`config.mk`:
```
export PLATFORM = sky130hd
export DESIGN_NAME = fft_bank_sched
export DESIGN_NICKNAME = d
export VERILOG_FILES = /design/src/rtl/fft_pkg.sv /design/src/rtl/fft_bank_fsm.sv /design/src/rtl/fft_bank_sched.sv
export SDC_FILE = /design/constraint.sdc
export NUM_CORES = 1
export LEC_CHECK = 0
export ABC_AREA = 1
export ABC_CLOCK_PERIOD_IN_PS = 1400
export CAP_MARGIN = 20
export CELL_PAD_IN_SITES_DETAIL_PLACEMENT = 1
export CELL_PAD_IN_SITES_GLOBAL_PLACEMENT = 1
export CORE_MARGIN = 10
export CORE_UTILIZATION = 35
export DETAILED_ROUTE_END_ITERATION = 10
export PLACE_DENSITY = 0.83
export SLEW_MARGIN = 20
export SYNTH_ARGS = -nofsm -noshare
export SYNTH_HDL_FRONTEND = slang
export SYNTH_SLANG_ARGS = --single-unit
```
`constraint.sdc`:
```
create_clock -name clk -period 1.4 [get_ports clk]
set_clock_uncertainty 0.15 [all_clocks]
set_input_delay 0.42 -clock clk [delete_from_list [all_inputs] [get_ports clk]]
set_output_delay 0.42 -clock clk [all_outputs]
set_load 0.005 [all_outputs]
```
`src/rtl/fft_pkg.sv`:
```
// Shared types and constants for the 16-point FFT ping-pong bank scheduler.
package fft_pkg;

  localparam int N_PTS  = 16;
  localparam int ADDR_W = 4;

  typedef enum logic [2:0] {
    FREE,
    LOADING,
    FULL,
    COMPUTING,
    DONE,
    UNLOADING
  } bank_state_e;

  function automatic logic [ADDR_W-1:0] bit_rev(input logic [ADDR_W-1:0] a);
    logic [ADDR_W-1:0] r;
    for (int i = 0; i < ADDR_W; i++) begin
      r[i] = a[ADDR_W-1-i];
    end
    return r;
  endfunction

endpackage

```
`src/rtl/fft_bank_fsm.sv`:
```
// Lifecycle state of one sample bank; events come from the scheduler already qualified for this bank.
module fft_bank_fsm
  import fft_pkg::*;
(
  input  logic        clk,
  input  logic        reset,
  input  logic        ld_first,
  input  logic        ld_done,
  input  logic        start,
  input  logic        done,
  input  logic        unload_first,
  input  logic        unload_last,
  output bank_state_e state
);

  bank_state_e state_d;

  always_ff @(posedge clk) begin
    if (reset) begin
      state <= FREE;
    end else begin
      state <= state_d;
    end
  end

  always_comb begin
    state_d = state;
    case (state)
      FREE:      if (ld_first)     state_d = LOADING;
      LOADING:   if (ld_done)      state_d = FULL;
      FULL:      if (start)        state_d = COMPUTING;
      COMPUTING: if (done)         state_d = DONE;
      DONE:      if (unload_first) state_d = UNLOADING;
      UNLOADING: if (unload_last)  state_d = FREE;
      default:                     state_d = FREE;
    endcase
  end

endmodule

```
`src/rtl/fft_bank_sched.sv`:
```
// Ping-pong frame scheduler: two banks shared by loader, butterfly engine and unloader, frames in order.
// Build option FFT_BITREV_LOAD_EN: loader writes samples at bit-reversed addresses.
module fft_bank_sched
  import fft_pkg::*;
#(
  parameter int RD_LAT = 1
) (
  input  logic              clk,
  input  logic              reset,
  input  logic              in_push,
  output logic              in_stall,
  output logic              ld_en_F,
  output logic              ld_bank_F,
  output logic [ADDR_W-1:0] ld_addr_F,
  output logic              eng_start_F,
  output logic              eng_bank_F,
  input  logic              eng_done,
  output logic              rd_en_F,
  output logic              rd_bank_F,
  output logic [ADDR_W-1:0] rd_addr_F,
  output logic              out_push_F,
  input  logic              out_stall,
  output logic              err_F
);

  localparam logic [ADDR_W-1:0] LAST_IDX = ADDR_W'(N_PTS - 1);

  bank_state_e       bank_st [2];
  bank_state_e       ld_st, eng_st, rd_st;
  logic              ld_ptr, eng_ptr, rd_ptr;
  logic              eng_busy;
  logic [ADDR_W-1:0] ld_cnt, rd_idx, ld_addr_nxt;
  logic              ld_acc, ld_last, eng_go, eng_fin, rd_go, rd_last;
  logic [RD_LAT-1:0] out_vld_p;

  assign ld_st  = bank_st[ld_ptr];
  assign eng_st = bank_st[eng_ptr];
  assign rd_st  = bank_st[rd_ptr];

  assign in_stall = !((ld_st == FREE) || (ld_st == LOADING));
  assign ld_acc   = in_push && !in_stall;
  assign ld_last  = ld_acc && (ld_cnt == LAST_IDX);
  // Busy gating keeps a start from landing in the same cycle as the done that frees the engine.
  assign eng_go   = !eng_busy && (eng_st == FULL);
  assign eng_fin  = eng_done && eng_busy;
  assign rd_go    = ((rd_st == DONE) || (rd_st == UNLOADING)) && !out_stall;
  assign rd_last  = rd_go && (rd_idx == LAST_IDX);

`ifdef FFT_BITREV_LOAD_EN
  assign ld_addr_nxt = bit_rev(ld_cnt);
`else
  assign ld_addr_nxt = ld_cnt;
`endif

  for (genvar b = 0; b < 2; b++) begin : g_bank
    localparam logic SEL = 1'(b);
    fft_bank_fsm u_fsm (
      .clk          (clk),
      .reset        (reset),
      .ld_first     (ld_acc && (ld_ptr == SEL) && (ld_cnt == '0)),
      .ld_done      (ld_last && (ld_ptr == SEL)),
      .start        (eng_go && (eng_ptr == SEL)),
      .done         (eng_fin && (eng_ptr == SEL)),
      .unload_first (rd_go && (rd_ptr == SEL) && (rd_idx == '0)),
      .unload_last  (rd_last && (rd_ptr == SEL)),
      .state        (bank_st[b])
    );
  end

  always_ff @(posedge clk) begin
    if (reset) begin
      ld_ptr      <= 1'b0;
      eng_ptr     <= 1'b0;
      rd_ptr      <= 1'b0;
      eng_busy    <= 1'b0;
      ld_cnt      <= '0;
      rd_idx      <= '0;
      ld_en_F     <= 1'b0;
      ld_bank_F   <= 1'b0;
      ld_addr_F   <= '0;
      eng_start_F <= 1'b0;
      eng_bank_F  <= 1'b0;
      rd_en_F     <= 1'b0;
      rd_bank_F   <= 1'b0;
      rd_addr_F   <= '0;
      err_F       <= 1'b0;
    end else begin
      ld_en_F <= ld_acc;
      if (ld_acc) begin
        ld_bank_F <= ld_ptr;
        ld_addr_F <= ld_addr_nxt;
        ld_cnt    <= ld_cnt + 1'b1;
        if (ld_last) ld_ptr <= ~ld_ptr;
      end

      eng_start_F <= eng_go;
      if (eng_go) begin
        eng_busy   <= 1'b1;
        eng_bank_F <= eng_ptr;
      end
      if (eng_fin) begin
        eng_busy <= 1'b0;
        eng_ptr  <= ~eng_ptr;
      end
      if (eng_done && !eng_busy) err_F <= 1'b1;

      rd_en_F <= rd_go;
      if (rd_go) begin
        rd_bank_F <= rd_ptr;
        rd_addr_F <= rd_idx;
        rd_idx    <= rd_idx + 1'b1;
        if (rd_last) rd_ptr <= ~rd_ptr;
      end
    end
  end

  // Read-latency pipe: stage p0 aligns with memory data one cycle after rd_en_F.
  always_ff @(posedge clk) begin
    if (reset) begin
      out_vld_p <= '0;
    end else begin
      out_vld_p[0] <= rd_en_F;
      for (int i = 1; i < RD_LAT; i++) begin
        out_vld_p[i] <= out_vld_p[i-1];
      end
    end
  end

  assign out_push_F = out_vld_p[RD_LAT-1];

endmodule
```
==> impl_results.rst <==
.. list-table::
   :header-rows: 1

   * - Metric
     - Value
   * - EDFF count, synth
     - 0
   * - Overall routed net length
     - just over 9000 um
   * - Total of max-cap violations
     - 0
   * - Required time worst endpoint
     - ~1.4 ns
   * - Final setup vio count
     - 32
   * - Largest net degree at the start of global routing
     - 16
   * - Most used DFF post-synth
     - dfxtp_1
   * - Number of H-tree levels
     - 2
   * - Number of pins with negative max-slew slack in the final report
     - 0
   * - Cell type with the highest aggregate area in the netlist
     - dfxtp_1
   * - Crit-path slowest cell
     - dfxtp_4
   * - Result of the run
     - finished with violations
   * - Root cell of the clock tree
     - clkbuf_8
   * - Full die area
     - between 7000 and 8000 um^2
   * - Minimum period implied by the final worst setup slack
     - 1.82 ns
   * - Worst hold-check path type
     - register to register
   * - Async S/R FF share, synth
     - 0%
   * - Violations in the final reports
     - setup timing
   * - Netlist cell types
     - 28
   * - Lkg Pwr
     - ~1.4 nW
   * - Die X-Extent
     - 88.5 um
   * - Accumulated negative setup slack
     - -6.34 ns
   * - Utilization after layout
     - between 60% and 70%
   * - Number of antenna violations at the first check in global routing
     - 0
   * - Global-route wire length before repair
     - between 10000 and 15000 um
   * - First-pass iteration count of the detailed router
     - 4
   * - Layout Cell Area excl Fill
     - slightly above 3000 um^2
   * - Flops & latches, synth
     - 34
   * - Synthesized cell area
     - 1640 um^2
   * - Aggregate global-route resource usage
     - roughly 18%
   * - Area growth from synthesis to layout
     - 85.9%
   * - Fraction of layout instances using a drive strength above 1
     - around 67%
   * - Most common cell on crit path
     - nand3_2
   * - Total global routing overflow
     - 0
   * - Proportion of netlist area held by the largest area contributor
     - about two fifths
   * - CTS max path bufs
     - 2
   * - Via count of the routed design
     - around 2100
   * - Number of global-route vias before repair
     - around 2200
   * - Yosys warning count
     - 0
   * - Maximum fanout count along the critical path
     - 6
   * - Post-synthesis area per instance
     - between 7 and 8 um^2
   * - Data arrival, critical path
     - around 1.9 ns
   * - Ant diodes
     - 0
   * - Die Y
     - 88.5 um
   * - Critical setup path kind
     - register to register
   * - Maximum resistive drop on vdd
     - roughly 830 uV
   * - Setup repair after global routing missed its margin
     - yes
   * - Share of the cycle needed by the critical path after routing
     - 130%
   * - Detailed placement HPWL
     - around 3700 um
   * - Slew at the pin closest to its max-slew limit
     - ~0.32 ns
   * - Number of buffers created by CTS
     - 5
   * - TritonCTS clock tree
     - built
   * - Final setup slack of the worst path
     - -0.420 ns
   * - Final Wtd Congestion
     - slightly above 0.8
   * - Cell chain of the critical path
     - buf_6, inv_8, nor2_2, nand3_1, o21bai_4, nand3_2, nor2_4, nand3_2, nand2_2, nor2_1
   * - Worst setup EP type
     - register
   * - Sink Count
     - 34
   * - Number of nets in the final layout
     - between 300 and 400
   * - Top area cells in the synthesized netlist
     - dfxtp_1, nand2_1, inv_1
   * - Final count of hold timing violations
     - 0
   * - Source-to-sink clock delay at the later pin of the worst-skew pair
     - 0.31 ns
   * - Average vias per placed instance
     - approximately 5.5
   * - Achievable Freq
     - between 500 and 600 MHz
   * - Number of nets produced by synthesis
     - 239
   * - Share of synthesized area occupied by flip-flops and latches
     - 41.5%
   * - Total core area
     - around 4400 um^2
   * - Maximum single-stage delay on the critical path
     - between 0.3 and 0.4 ns
   * - Hold-fix buffers at CTS
     - 0
   * - Starting DRC count in detailed routing
     - 185
   * - Site row count
     - 24
   * - Buffers on Ports
     - 21
   * - Placement Cell Area
     - between 2000 and 2500 um^2
   * - Worst slew margin
     - about four fifths
   * - WL per Instance
     - roughly 24 um
   * - Clock-pin transition on the worst setup and hold timing paths
     - approximately 0.08 ns
   * - Total power divided by cell area
     - 1320 nW/um^2
   * - Initial Util
     - 36.9%
   * - Number of nets with antenna violations after detailed routing
     - 0
   * - Overall power consumption
     - 4.04 mW
   * - CP Launch Type
     - register
   * - Total I/O pin count
     - 22
   * - Post-detailed-route DRC marker count
     - 0
   * - Synth Instances
     - between 200 and 250
==> cell usage in the layout (no fill, tap or decap), types with 3 or more instances in the layout <==
| master | synthesis | final |
|---|---|---|
| inv_1 | 31 | 23 |
| o21ai_2 | 0 | 11 |
| inv_2 | 3 | 4 |
| ha_2 | 0 | 3 |
| nor2_4 | 2 | 7 |
| nand4_1 | 6 | 6 |
| buf_4 | 0 | 64 |
| buf_6 | 0 | 13 |
| o21ai_0 | 16 | 3 |
| clkbuf_8 | 0 | 6 |
| nand2_4 | 2 | 7 |
| nor2_1 | 31 | 17 |
| dfxtp_1 | 34 | 9 |
| o21ai_1 | 3 | 4 |
| nand3_2 | 1 | 5 |
| inv_4 | 0 | 4 |
| nor3_1 | 5 | 4 |
| nand2_2 | 2 | 13 |
| nand3_1 | 18 | 8 |
| clkbuf_2 | 0 | 4 |
| dlygate4sd2_1 | 0 | 3 |
| nor2_2 | 0 | 9 |
| a21oi_2 | 0 | 13 |
| nand3_4 | 0 | 6 |
| nand2_1 | 34 | 18 |
| dfxtp_4 | 0 | 5 |
| buf_2 | 0 | 11 |
| dfxtp_2 | 0 | 20 |
| a21oi_1 | 22 | 9 |
==> stage by stage <==
step / instances / hold WS, ns / worst slack [ns]
final: 388 / 0.314 / -0.420
after global routing: 388 / 0.343 / -0.451
after CTS: 375 / 0.289 / -0.252
after global placement: 347 / 0.284 / -0.631
after detailed placement: 347 / 0.276 / -0.711
after floorplan: 230 / 0.270 / -0.0401
==> critical path: cells and delay by family (launching register included) <==
| family | cells | cell delay (ns) |
|---|---|---|
| simple gates | 7 | 0.83 |
| flops | 1 | 0.37 |
| buf+inv | 2 | 0.21 |
| compound gates | 1 | 0.14 |
==> metal layers <==
layer  track usage [%]  share of wire [%]  vias up
met5                 0                  0        -
met4              4.99                2.9        0
met3              4.50                5.8       29
met2              34.0                 51       92
met1              20.2                 40     1058
li1                  -                  -      968
==> power by group <==
| part | leakage (nW) | internal [mW] | total (mW) | switching (mW) |
|---|---|---|---|---|
| clock | 0.0482 | 0.398 | 0.828 | 0.430 |
| sequential | 0.289 | 1.09 | 1.20 | 0.111 |
| combinational | 1.04 | 0.847 | 2.01 | 1.16 |
| total | 1.38 | 2.34 | 4.04 | 1.70 |
==> path summary, 6_finish.rpt <==
path	cells past startpoint	end	slack (ns)	start
max	10	g_bank[0].u_fsm.state[0]	-0.42	g_bank[0].u_fsm.state[2]
min	2	err_F	0.31	err_F
max reg2reg	10	g_bank[0].u_fsm.state[0]	-0.42	g_bank[0].u_fsm.state[2]
min reg2reg	2	err_F	0.31	err_F
==> logic make-up (layout without fill, tap and decap cells) <==
| group | after synthesis | after routing | share of synthesized area, % |
|---|---|---|---|
| and+or+nand+nor | 104 | 104 | 29.5 |
| adders and majority gates | 4 | 4 | 3.05 |
| DFF | 34 | 34 | 41.5 |
| AOI/OAI and AO/OA | 49 | 49 | 16.8 |
| buffers and inverters | 39 | 145 | 9.22 |
==> timing repair <==
item / in CTS / in global routing
resized for setup: 120 / 111
pin swaps: 17 / 31
endpoints found under the setup margin: 44 / 46
buffers inserted: 20 / 17
==> Yosys cell counts (all sizes together), types with 2 or more instances <==
master,number
nand2,38
inv,35
dfxtp,34
nor2,33
a21oi,22
nand3,19
o21ai,19
nand4,6
nor3,5
ha,4
clkbuf,3
a211oi,2
o21a,2
o21bai,2
==> registers in the layout, indices dropped and copies added, names as in the netlist, 4 cells and up <==
| name | cells |
|---|---|
| g_bank.u_fsm.state | 6 |
| ld_addr_F | 4 |
| ld_addr_nxt | 4 |
| rd_addr_F | 4 |
| rd_idx | 4 |
==> layout make-up <==
cell class | instances | area [um^2]
fillers | 500 | 1390
multi-input cells | 157 | 1190
repair buffers | 101 | 811
flip-flops and latches | 34 | 724
inverters | 36 | 171
clock buffers | 7 | 86.3
well taps | 52 | 65.1
clock inverters | 1 | 5.00
No activity file was read; power rests on OpenSTA's default activity.
